`src/rtl/loader_pkg.sv`:
```
// Shared constants and types for the boot-time instruction loader.
// Holds the end-of-program marker, the FSM encoding and the FIFO pointer-width helper.
package loader_pkg;

  localparam logic [31:0] END_MARKER = 32'hFFFF_FFFF;

  typedef enum logic {
    LOAD = 1'b0,
    DONE = 1'b1
  } state_e;

  // Pointer width for a power-of-two FIFO; never narrower than one bit.
  function automatic int fifo_ptr_w(input int depth);
    return (depth > 1) ? $clog2(depth) : 1;
  endfunction

endpackage

```
`src/rtl/byte_fifo.sv`:
```
// Small synchronous byte FIFO; DEPTH must be a power of two (pointers wrap naturally).
// A pop frees a slot in the same cycle, so push+pop on a full FIFO succeeds.
module byte_fifo
  import loader_pkg::*;
#(
  parameter int DEPTH = 8
) (
  input  logic       clk,
  input  logic       reset,
  input  logic       push,
  input  logic [7:0] din,
  output logic       full,
  input  logic       pop,
  output logic [7:0] dout,
  output logic       empty
);

  localparam int PTR_W = fifo_ptr_w(DEPTH);

  logic [7:0]       mem_q [DEPTH];
  logic [PTR_W-1:0] wr_ptr_q, wr_ptr_d;
  logic [PTR_W-1:0] rd_ptr_q, rd_ptr_d;
  logic [PTR_W:0]   count_q, count_d;
  logic             do_push, do_pop;

  assign empty   = (count_q == '0);
  assign full    = (count_q == (PTR_W+1)'(DEPTH));
  assign do_pop  = pop && !empty;
  assign do_push = push && (!full || do_pop);
  // Stale storage is masked so the head reads 0 whenever nothing is queued.
  assign dout    = empty ? 8'h00 : mem_q[rd_ptr_q];

  always_comb begin
    wr_ptr_d = wr_ptr_q + PTR_W'(do_push);
    rd_ptr_d = rd_ptr_q + PTR_W'(do_pop);
    count_d  = count_q + (PTR_W+1)'(do_push) - (PTR_W+1)'(do_pop);
  end

  always_ff @(posedge clk) begin
    if (reset) begin
      wr_ptr_q <= '0;
      rd_ptr_q <= '0;
      count_q  <= '0;
    end else begin
      wr_ptr_q <= wr_ptr_d;
      rd_ptr_q <= rd_ptr_d;
      count_q  <= count_d;
    end
  end

  // NOTE: storage is deliberately not reset; only the pointers define what is valid.
  always_ff @(posedge clk) begin
    if (do_push) mem_q[wr_ptr_q] <= din;
  end

endmodule

```
`src/rtl/inst_loader.sv`:
```
// Boot loader: packs UART bytes big-endian into 32-bit instruction words until 32'hFFFFFFFF,
// then forwards later bytes through a byte FIFO. Define INST_LOADER_CHECKSUM_EN for a write checksum.
module inst_loader
  import loader_pkg::*;
#(
  parameter int ADDR_W     = 14,
  parameter int MAX_WORDS  = 3578,
  parameter int FIFO_DEPTH = 8
) (
  input  logic              clk,
  input  logic              reset,
  input  logic [7:0]        rx_data,
  input  logic              rx_changed,
  output logic              mem_we,
  output logic [ADDR_W-1:0] mem_addr,
  output logic [31:0]       mem_wdata,
  output logic              done,
  output logic [ADDR_W:0]   word_count,
  output logic              load_overflow,
  output logic [7:0]        out_data,
  output logic              out_valid,
  input  logic              out_ready,
  output logic              rx_drop,
  output logic [31:0]       checksum
);

  state_e            state_q, state_d;
  logic [1:0]        byte_idx_q, byte_idx_d;
  logic [23:0]       shreg_q, shreg_d;
  logic              mem_we_q, mem_we_d;
  logic [ADDR_W-1:0] mem_addr_q, mem_addr_d;
  logic [31:0]       mem_wdata_q, mem_wdata_d;
  logic [ADDR_W:0]   word_count_q, word_count_d;
  logic              load_overflow_q, load_overflow_d;
  logic              rx_drop_q, rx_drop_d;

  logic [31:0] word;
  logic        word_last;
  logic        mem_full;
  logic        fifo_push, fifo_pop, fifo_full, fifo_empty;

  // Only 24 bits of history are needed: the 4th byte completes the word combinationally.
  assign word      = {shreg_q, rx_data};
  assign word_last = (state_q == LOAD) && rx_changed && (byte_idx_q == 2'd3);
  assign mem_full  = (word_count_q >= (ADDR_W+1)'(MAX_WORDS));

  // FSM: state register
  always_ff @(posedge clk) begin
    if (reset) state_q <= LOAD;
    else       state_q <= state_d;
  end

  // FSM: next state
  always_comb begin
    state_d = state_q;
    if (word_last && (word == END_MARKER)) state_d = DONE;
  end

  // FSM: outputs
  always_comb begin
    done      = (state_q == DONE);
    fifo_push = done && rx_changed;
    fifo_pop  = done && out_ready;
  end

  // NOTE: every comb output gets a default first, so no path can infer a latch.
  always_comb begin
    byte_idx_d      = byte_idx_q;
    shreg_d         = shreg_q;
    mem_we_d        = 1'b0;
    mem_addr_d      = mem_addr_q;
    mem_wdata_d     = mem_wdata_q;
    word_count_d    = word_count_q;
    load_overflow_d = load_overflow_q;
    rx_drop_d       = rx_drop_q;
    if ((state_q == LOAD) && rx_changed) begin
      shreg_d    = word[23:0];
      byte_idx_d = byte_idx_q + 2'd1;
      if (word_last && (word != END_MARKER)) begin
        if (!mem_full) begin
          mem_we_d     = 1'b1;
          mem_addr_d   = word_count_q[ADDR_W-1:0];
          mem_wdata_d  = word;
          word_count_d = word_count_q + 1'b1;
        end else begin
          load_overflow_d = 1'b1;
        end
      end
    end
    if (fifo_push && fifo_full && !fifo_pop) rx_drop_d = 1'b1;
  end

  // NOTE: sequential state uses non-blocking assignment only; comb blocks use blocking.
  always_ff @(posedge clk) begin
    if (reset) begin
      byte_idx_q      <= '0;
      shreg_q         <= '0;
      mem_we_q        <= 1'b0;
      mem_addr_q      <= '0;
      mem_wdata_q     <= '0;
      word_count_q    <= '0;
      load_overflow_q <= 1'b0;
      rx_drop_q       <= 1'b0;
    end else begin
      byte_idx_q      <= byte_idx_d;
      shreg_q         <= shreg_d;
      mem_we_q        <= mem_we_d;
      mem_addr_q      <= mem_addr_d;
      mem_wdata_q     <= mem_wdata_d;
      word_count_q    <= word_count_d;
      load_overflow_q <= load_overflow_d;
      rx_drop_q       <= rx_drop_d;
    end
  end

`ifdef INST_LOADER_CHECKSUM_EN
  // Accumulated alongside the registered write, so it moves in the same cycle as mem_we.
  logic [31:0] checksum_q, checksum_d;

  always_comb begin
    checksum_d = checksum_q;
    if (mem_we_d) checksum_d = checksum_q + word;
  end

  always_ff @(posedge clk) begin
    if (reset) checksum_q <= '0;
    else       checksum_q <= checksum_d;
  end

  assign checksum = checksum_q;
`else
  assign checksum = 32'h0;
`endif

  byte_fifo #(.DEPTH(FIFO_DEPTH)) u_fifo (
    .clk   (clk),
    .reset (reset),
    .push  (fifo_push),
    .din   (rx_data),
    .full  (fifo_full),
    .pop   (fifo_pop),
    .dout  (out_data),
    .empty (fifo_empty)
  );

  assign out_valid     = !fifo_empty;
  assign mem_we        = mem_we_q;
  assign mem_addr      = mem_addr_q;
  assign mem_wdata     = mem_wdata_q;
  assign word_count    = word_count_q;
  assign load_overflow = load_overflow_q;
  assign rx_drop       = rx_drop_q;

endmodule

```
`config.mk`:
```
export PLATFORM = sky130hd
export DESIGN_NAME = inst_loader
export DESIGN_NICKNAME = d
export VERILOG_FILES = /design/src/rtl/loader_pkg.sv /design/src/rtl/byte_fifo.sv /design/src/rtl/inst_loader.sv
export SDC_FILE = /design/constraint.sdc
export NUM_CORES = 1
export LEC_CHECK = 0
export BUFFER_PORTS_ARGS = -buffer_cell sky130_fd_sc_hd__buf_2
export CORE_MARGIN = 2
export CORE_UTILIZATION = 51
export CTS_BUF_LIST = sky130_fd_sc_hd__clkbuf_16
export DETAILED_ROUTE_END_ITERATION = 8
export MAX_ROUTING_LAYER = met4
export PLACE_DENSITY_LB_ADDON = 0.15
export SYNTH_ARGS = -nofsm -noshare
export SYNTH_HDL_FRONTEND = slang
export SYNTH_SLANG_ARGS = --single-unit
export TNS_END_PERCENT = 10
```
`constraint.sdc`:
```
create_clock -name clk -period 2.6 [get_ports clk]
set_input_delay 0.52 -clock clk [delete_from_list [all_inputs] [get_ports clk]]
set_output_delay 0.52 -clock clk [all_outputs]
set_load 0.01 [all_outputs]
```
[After elaboration in Yosys (flattened, before gate mapping)]
Memory sizes are Yosys's and may differ from the RTL's. A register that Yosys moved wholly into a read port is not among the register bits.
Index checks and enable logic that the tools add are counted.
Cells by class
  reductions and logical operators: 18
  eq/ne operators: 4
  bitwise operators: 4
  $add $sub $neg: 6
  mux-type cells: 5
  order comparisons: 1
Operator list (count)
  == test 32 bit, second input constant: 1
  inequality test 32 bit, second input constant: 1
  adder 15 x 1 -> 15 bit, second input constant: 1
  >= comparator 15 x 12 -> 1 bit, second input constant: 1
  logical AND 1 bit: 10
  two-way mux 8 bit: 1
  adder 3 x 1 -> 3 bit: 2
  AND reduction 3 bit: 2
  adder 4 x 1 -> 4 bit: 1
  == test 4 bit, second input constant: 1
  zero test 4 bit: 1
  inverter 1 bit: 4
  subtractor 4 x 1 -> 4 bit: 1
  zero test 1 bit: 3
  two-way mux 1 bit: 3
  two-way mux 3 bit: 1
  OR reduction 3 bit: 1
  adder 2 x 1 -> 2 bit, second input constant: 1
  == test 2 bit, second input constant: 1
  logical OR 1 bit: 1
Word-level totals
  register bits: 101
  RAM bits: 64
  input bits: 12
  memories: 1
Memory list
  u_fifo.mem_q: depth 8, bits a word 8, read ports 1, clocked after Yosys merged registers in 1, write ports 1, RTL line byte_fifo.sv:20  | logic [7:0] mem_q [DEPTH];

[Longest topological paths before layout]
Gate-level depths: netlist of the first run.
  depth in word-level cells: 7
  mapped depth: 14

[By module]
From an unflattened synthesis of the first run, not the netlist that was laid out.
Unflattened totals
  cell total of the unflattened synthesis: 651
  area, all modules: 6797.8 sq um
Modules (own cells, without submodules)
  inst_loader: area each 3642.2 sq um, cells each 455, seq. area each 1821.7 sq um, times used 1
  byte_fifo: area each 3155.5 sq um, cells each 196, seq. area each 2122.0 sq um, times used 1

[Worst setup path after synthesis of the first run]
No wires, ideal clock.
  path type: register to register
  start point: register u_fifo.count_q[2]
  end point: memory u_fifo.mem_q[0][0] (enable)
  arrival: 2.065 ns
  slack: 0.152 ns
  period minus slack after synthesis: 2.448 ns
  cell stages (with the launch flop): 10
  setup time: 0.383 ns
  data required time: 2.217 ns
  path through: dfxtp_1 inv_1 ha_1 and2_1 clkbuf_1 inv_2 nand3_1 a31oi_1 nand2b_1 nor3_1
Between the ends
  cells in the longest elaborated chain, start to end: 7
  elaborated cells on any way between the ends: 9
  those cells by class: eq/ne: 1; mux: 2; reduce/logical: 6
RTL lines
  start, declared: RTL line byte_fifo.sv:23  | logic [PTR_W:0] count_q, count_d;
  start signal, assigned: RTL line byte_fifo.sv:47  | count_q <= count_d;
  zero test 4 bit: RTL line byte_fifo.sv:26  | assign empty = (count_q == '0);
  zero test 1 bit
  via out_valid: RTL line inst_loader.sv:21  | output logic out_valid,
  logical AND 1 bit: RTL line byte_fifo.sv:28  | assign do_pop = pop && !empty;
  logical OR 1 bit: RTL line byte_fifo.sv:29  | assign do_push = push && (!full || do_pop);
  logical AND 1 bit: RTL line byte_fifo.sv:29
  two-way mux 1 bit: RTL line byte_fifo.sv:53  | if (do_push) mem_q[wr_ptr_q] <= din;
  two-way mux 1 bit (implied by the code): RTL line byte_fifo.sv:53
  end, declared: RTL line byte_fifo.sv:20
The timed path passes the listed nets, and every way through them passes these cells.

==> results of run 1 <==
## metal layers
metal	vias up	GRT usage (%)	routed length (µm)
met4	0	8.333	266
met2	136	35.88	7733
li1	2305	-	-
met1	2354	28.91	6662
met3	23	4.370	712
met5	-	-	0
## kinds of logic (layout without fill, tap and decap cells)
logic type,Yosys count,in the layout,share of synthesized area [%]
and+or+nand+nor,249,249,17.71
other,1,32,0.05357
buffers and inverters,75,156,6.863
xor gates and xnor gates,8,8,1.001
AOI/OAI and AO/OA,86,86,8.508
DFF,165,165,56.34
adders and majority gates,13,13,2.431
muxes,29,29,7.096
## power groups by stage
| stage | sequential, µW | combinational (µW) | clock, µW |
|---|---|---|---|
| 5_1_grt | 2720 | 172 | 2900 |
| 6_report | 2720 | 154 | 2760 |
| 4_1_cts | 2720 | 153 | 2800 |
| 2_1_floorplan | 2770 | 132 | 0 |
| 3_3_place_gp | 2780 | 148 | 0 |
| 3_5_place_dp | 2780 | 152 | 0 |
## registers in the layout, summed over array words and instances, names as in the netlist
signal	count
u_fifo.rd_ptr_q	3
mem_we	1
word_count	15
byte_idx_q	2
mem_addr	14
rx_drop	1
u_fifo.mem_q	64
done	1
u_fifo.wr_ptr_q	3
load_overflow	1
mem_wdata	32
u_fifo.count_q	4
shreg_q	24
## final timing paths
check,start,cells past startpoint,slack (ns),endpoint
max,u_fifo.rd_ptr_q[0]$_SDFF_PP0_,5,0.14,out_data[6]
min,rx_changed,3,0.44,done$_SDFFE_PP0P_
max reg2reg,shreg_q[4]$_SDFFE_PP0N_,6,0.27,mem_addr[9]$_SDFFE_PP0P_
min reg2reg,mem_wdata[18]$_SDFFE_PP0P_,2,0.45,mem_wdata[18]$_SDFFE_PP0P_
## Yosys cell counts, drive strengths merged (2+ instances only)
cell	n	area, µm²
a2111oi	2	17.52
buf	47	375.4
clkbuf	19	71.32
or4	2	15.01
mux2	5	56.30
nor4	4	37.53
o21ai	2	10.01
nand2b	6	37.54
nand3	7	35.03
mux2i	8	80.08
mux4	16	360.4
xnor2	8	70.07
nand4	18	133.9
dfxtp	101	2022
nor3b	2	15.01
nand2	146	623.1
nor3	6	40.04
and4	3	26.28
nor2b	16	100.1
edfxtp	64	1922
nor2	35	131.4
a31oi	3	18.77
ha	12	150.1
inv	9	33.78
and2	2	12.51
a21oi	73	478.0
## timing repair
action                     4_1_cts  5_1_grt
resized for setup                1        0
buffers inserted                 0        0
setup endpoints to repair        1        0
## stage by stage
| step | total power (µW) | setup slack, ns | utilization, % |
|---|---|---|---|
| 2_1_floorplan | 2903 | 0.1520 | - |
| 3_3_place_gp | 2929 | 0.1584 | 56.63 |
| 3_5_place_dp | 2933 | 0.1383 | 56.63 |
| 4_1_cts | 5680 | 0.07470 | 61.59 |
| 5_1_grt | 5797 | 0.03464 | 61.59 |
| 6_report | 5638 | 0.1393 | 61.59 |
## worst min-delay path, stage by stage
cell and delay [ns]:
buf_2 0.12, a41oi_1 0.10, nor2_1 0.08
## layout make-up
class | instances | area (µm²)
fill | 1098 | 5127
tap | 176 | 220.2
clock inverter | 14 | 207.7
sequential | 165 | 3944
timing repair buffer | 115 | 669.4
multi-input combinational | 417 | 2695
clock buffer | 18 | 450.4
inverter | 9 | 33.78
==> out/qor.txt, run 1 <==
post-synthesis register bit count -> 165
Comb power frac -> 2.7%
initial antenna violation count -> 0
switching power share of the total -> 20.32%
Worst Path Required -> 2.08 ns
ys flop type -> dfxtp_1
Final Max Tran Viols -> 0
detailed placement HPWL -> 10.41 mm
via count -> 4818
clock-pin slew on the worst setup and hold paths -> 0.06 ns
row count -> 42
# hold bufs at CTS -> 0
first-pass GRT wire length -> 24.50 mm
DP Area -> 7559 µm²
GRT overflow -> 0
CTS Buffer Depth -> 2
ordered list of cells on the worst path -> buf_6 -> mux4_2 -> mux2i_1 -> nor2_1 -> buf_2
Overall Global Routing Usage -> 22.55%
Seq/Total Area, Yosys -> 56.34%
Leakage Power -> 0.003095 µW
ANT cells -> 0
Placeable Area -> 13350 µm²
Non-Filler Instances -> 914
H-tree depth -> 4
Worst Path Max Fanout -> 18
Initial Util -> 52.45%
Ys Warns -> 0
WL per Instance -> 16.82 µm
critical path's slowest cell -> mux4_2
layout cells sized above 1 -> 31.57%
# clock sinks -> 165
synthesized area -> 7000 µm²
clock root cell -> clkbuf_16
Die Ht -> 121.2 µm
cts bufs inserted -> 17
largest net degree at the start of global routing -> 53
family with the most delay on the worst path -> multiplexers
Int Pwr -> 4492 µW
Mean Syn Cell Area -> 11.18 µm²
Slew @ Worst Pin -> 0.7089 ns
GP Congestion -> 0.8291
setup TNS -> 0 ns
Peak VDD IR -> 448.2 µV
cells after synthesis -> 626
top achievable clock speed -> 0.4064 GHz
Final nets -> 750
I/O pins -> 118
die area -> 14680 µm²
vias in the first global route -> 4657
port buffer count -> 85
ys async rst share -> 0%
max incr delay on CP -> 0.53 ns
Hold Path Class -> input port to flip-flop
post-synthesis cell type count -> 47
DR pass1 iterations -> 4
Final Skew -> 0.009656 ns
power share of the clock group -> 48.9%
clk_lat worst skew -> 0.43 ns
Worst Setup Start Kind -> flip-flop
placed cells -> 882
Final min period -> 2.461 ns
Design Area, Final -> 8220 µm²
status -> complete, no violations
total wire length -> 15.37 mm
residual DRC count -> 0
max-cap violations -> 0
net switching power of the design -> 1145 µW
CP Capture Type -> output port
kind of critical path -> flip-flop to output port
initial drt markers -> 364
final hold violations -> 0
CTS tree -> yes
EDFF count, synth -> 64
Via density -> 5.271
Layout area overhead -> 17.43%
final setup fails -> 0
Die Wd -> 121.2 µm
Min Hold Slack -> 0.4395 ns
crit share post-route -> 94.64%
PD cells -> 685.8 nW/µm²
Buf+Inv Stages, Crit Path -> 2
Slew HR -> 52.30%
sequential share of power -> 48.3%
RSZ-0062 raised after global routing -> false
DRT antenna net count -> 0
commonest non-fill, non-tap cell in the layout -> nand2_1
arrival time at the worst endpoint -> 1.94 ns
most frequent cells in the layout -> nand2_1, dfxtp_1, buf_2
(Power assumes the default switching activity.)
==> run 2, diff against run 1 <==
--- a/config.mk
+++ b/config.mk
@@ -11,7 +11,7 @@
 export CTS_BUF_LIST = sky130_fd_sc_hd__clkbuf_16
 export DETAILED_ROUTE_END_ITERATION = 8
 export MAX_ROUTING_LAYER = met4
-export PLACE_DENSITY_LB_ADDON = 0.15
+export PLACE_DENSITY = 0.87
 export SYNTH_ARGS = -nofsm -noshare
 export SYNTH_HDL_FRONTEND = slang
 export SYNTH_SLANG_ARGS = --single-unit
==> out/qor.txt, run 2 (synthesis results as in run 1) <==
critical path's slowest cell -> fa_1
arrival time at the worst endpoint -> 2.71 ns
Util after Layout -> 60.76%
Tot Pwr -> 5234 µW
Die Wd -> 121.2 µm
via count -> 4875
Worst Path Required -> 2.88 ns
Buf+Inv Stages, Crit Path -> 3
Final Skew -> 0.008388 ns
WL per Instance -> 16.25 µm
Reg2Reg Depth -> 11
layout cells sized above 1 -> 31.94%
final setup fails -> 0
setup TNS -> 0 ns
CTS Buffer Depth -> 2
detailed placement HPWL -> 9.928 mm
initial drt markers -> 402
CTS tree -> yes
GP Congestion -> 0.8350
Hold Path Origin -> rx_changed
Setup Fix Bufs, Post-CTS -> 0
Leakage Power -> 0.003040 µW
Hold Path Class -> input port to flip-flop
DR pass1 iterations -> 5
R2R Path Start -> u_fifo.count_q[1]$_SDFF_PP0_
Layout area overhead -> 15.85%
GRT overflow -> 0
vias in the first global route -> 4560
Peak VDD IR -> 424.9 µV
Overall Global Routing Usage -> 21.22%
largest net degree at the start of global routing -> 70
final hold violations -> 0
clock root cell -> clkbuf_16
number of flip-flops in the largest register -> 64
Via density -> 5.328
Placeable Area -> 13350 µm²
top achievable clock speed -> 0.4105 GHz
reg-to-reg critical path endpoint -> u_fifo.count_q[2]$_SDFF_PP0_
Initial Util -> 52.45%
hold depth -> 3
Min Hold Slack -> 0.4245 ns
RSZ-0062 raised after global routing -> false
Final nets -> 751
Min-Delay Endpoint -> done$_SDFFE_PP0P_
ANT cells -> 0
first-pass GRT wire length -> 23.18 mm
Final Max Tran Viols -> 0
max incr delay on CP -> 0.42 ns
fillers -> 1053
row count -> 42
Final min period -> 2.436 ns
status -> complete, no violations
kind of critical path -> flip-flop to flip-flop
clk_lat worst skew -> 0.43 ns
Worst Setup Start Kind -> flip-flop
cts bufs inserted -> 17
family with the most delay on the worst path -> adder cells
most frequent cells in the layout -> nand2_1, dfxtp_1, buf_2
ordered list of cells on the worst path -> nor2_1 -> and2_2 -> inv_2 -> nand3_1 -> inv_1 -> ha_1 -> inv_1 -> ha_1 -> fa_1 -> xnor2_1 -> nor2_1
total wire length -> 14.87 mm
Largest Register -> u_fifo.mem_q
H-tree depth -> 4
commonest non-fill, non-tap cell in the layout -> nand2_1
Design Area, Final -> 8110 µm²
Die Ht -> 121.2 µm
residual DRC count -> 0
I/O pins -> 118
# clock sinks -> 165
port buffer count -> 85
# hold bufs at CTS -> 0
Post-CTS Resized -> 0
die area -> 14680 µm²
Worst Path Max Fanout -> 9
DP Area -> 7553 µm²
Worst R2R Setup Slack -> 0.16 ns
Slew HR -> 44.31%
clock-pin slew on the worst setup and hold paths -> 0.06 ns
Slew @ Worst Pin -> 0.8277 ns
DRT antenna net count -> 0
PD cells -> 645.4 nW/µm²
initial antenna violation count -> 0
max-cap violations -> 0
CP Capture Type -> flip-flop
crit share post-route -> 93.70%
-- run 2: metrics by stage --
stage / setup WS [ns] / cells
4_1_cts: 0.05678 / 915
3_3_place_gp: 0.2348 / 883
6_report: 0.1638 / 915
5_1_grt: 0.06412 / 915
3_5_place_dp: 0.1247 / 883
2_1_floorplan: 0.1520 / 657
-- run 2: area by class of cell --
cell class                      count  area [µm²]  share of cell area (%)
Sequential cell                   165        3944                   48.63
Multi-Input combinational cell    417        2696                   33.25
Timing Repair Buffer              116       660.6                   8.146
Clock buffer                       17       425.4                   5.245
Tap cell                          176       220.2                   2.715
Clock inverter                     15       130.1                   1.604
Inverter                            9       33.78                  0.4165
-- run 2: worst min-delay path, cell delays in order --
cell and delay (ns):
buf_2 0.11, a41oi_1 0.09, nor2_1 0.09
-- run 2: worst max-delay path by stage --
| stage | depth (start not counted) | slack (ns) | to | startpoint |
|---|---|---|---|---|
| after floorplan | 9 | 0.15 | u_fifo.mem_q[0][0]$_DFFE_PP_ | u_fifo.count_q[2]$_SDFF_PP0_ |
| after global placement | 7 | 0.23 | mem_wdata[31]$_SDFFE_PP0P_ | rx_data[1] |
| after detailed placement | 12 | 0.12 | u_fifo.count_q[2]$_SDFF_PP0_ | u_fifo.count_q[2]$_SDFF_PP0_ |
| after CTS | 12 | 0.06 | u_fifo.count_q[2]$_SDFF_PP0_ | u_fifo.count_q[2]$_SDFF_PP0_ |
| after global routing | 11 | 0.06 | u_fifo.count_q[2]$_SDFF_PP0_ | u_fifo.count_q[1]$_SDFF_PP0_ |
| final | 11 | 0.16 | u_fifo.count_q[2]$_SDFF_PP0_ | u_fifo.count_q[1]$_SDFF_PP0_ |
-- run 2: layer usage --
metal / wire [µm] / GRT usage (%) / part of all wire, % / up-vias
met2: 7495 / 33.53 / 50 / 171
met4: 197 / 6.681 / 1.3 / 0
li1: - / - / - / 2306
met3: 884 / 5.263 / 5.9 / 21
met5: 0 / - / 0 / -
met1: 6293 / 27.14 / 42 / 2377
-- run 2: where the power goes --
group | total (µW) | internal [µW] | switching [µW]
sequential | 2720 | 2700 | 21.7
combinational | 156 | 37.6 | 118
clock | 2360 | 1320 | 1040
total | 5230 | 4060 | 1180
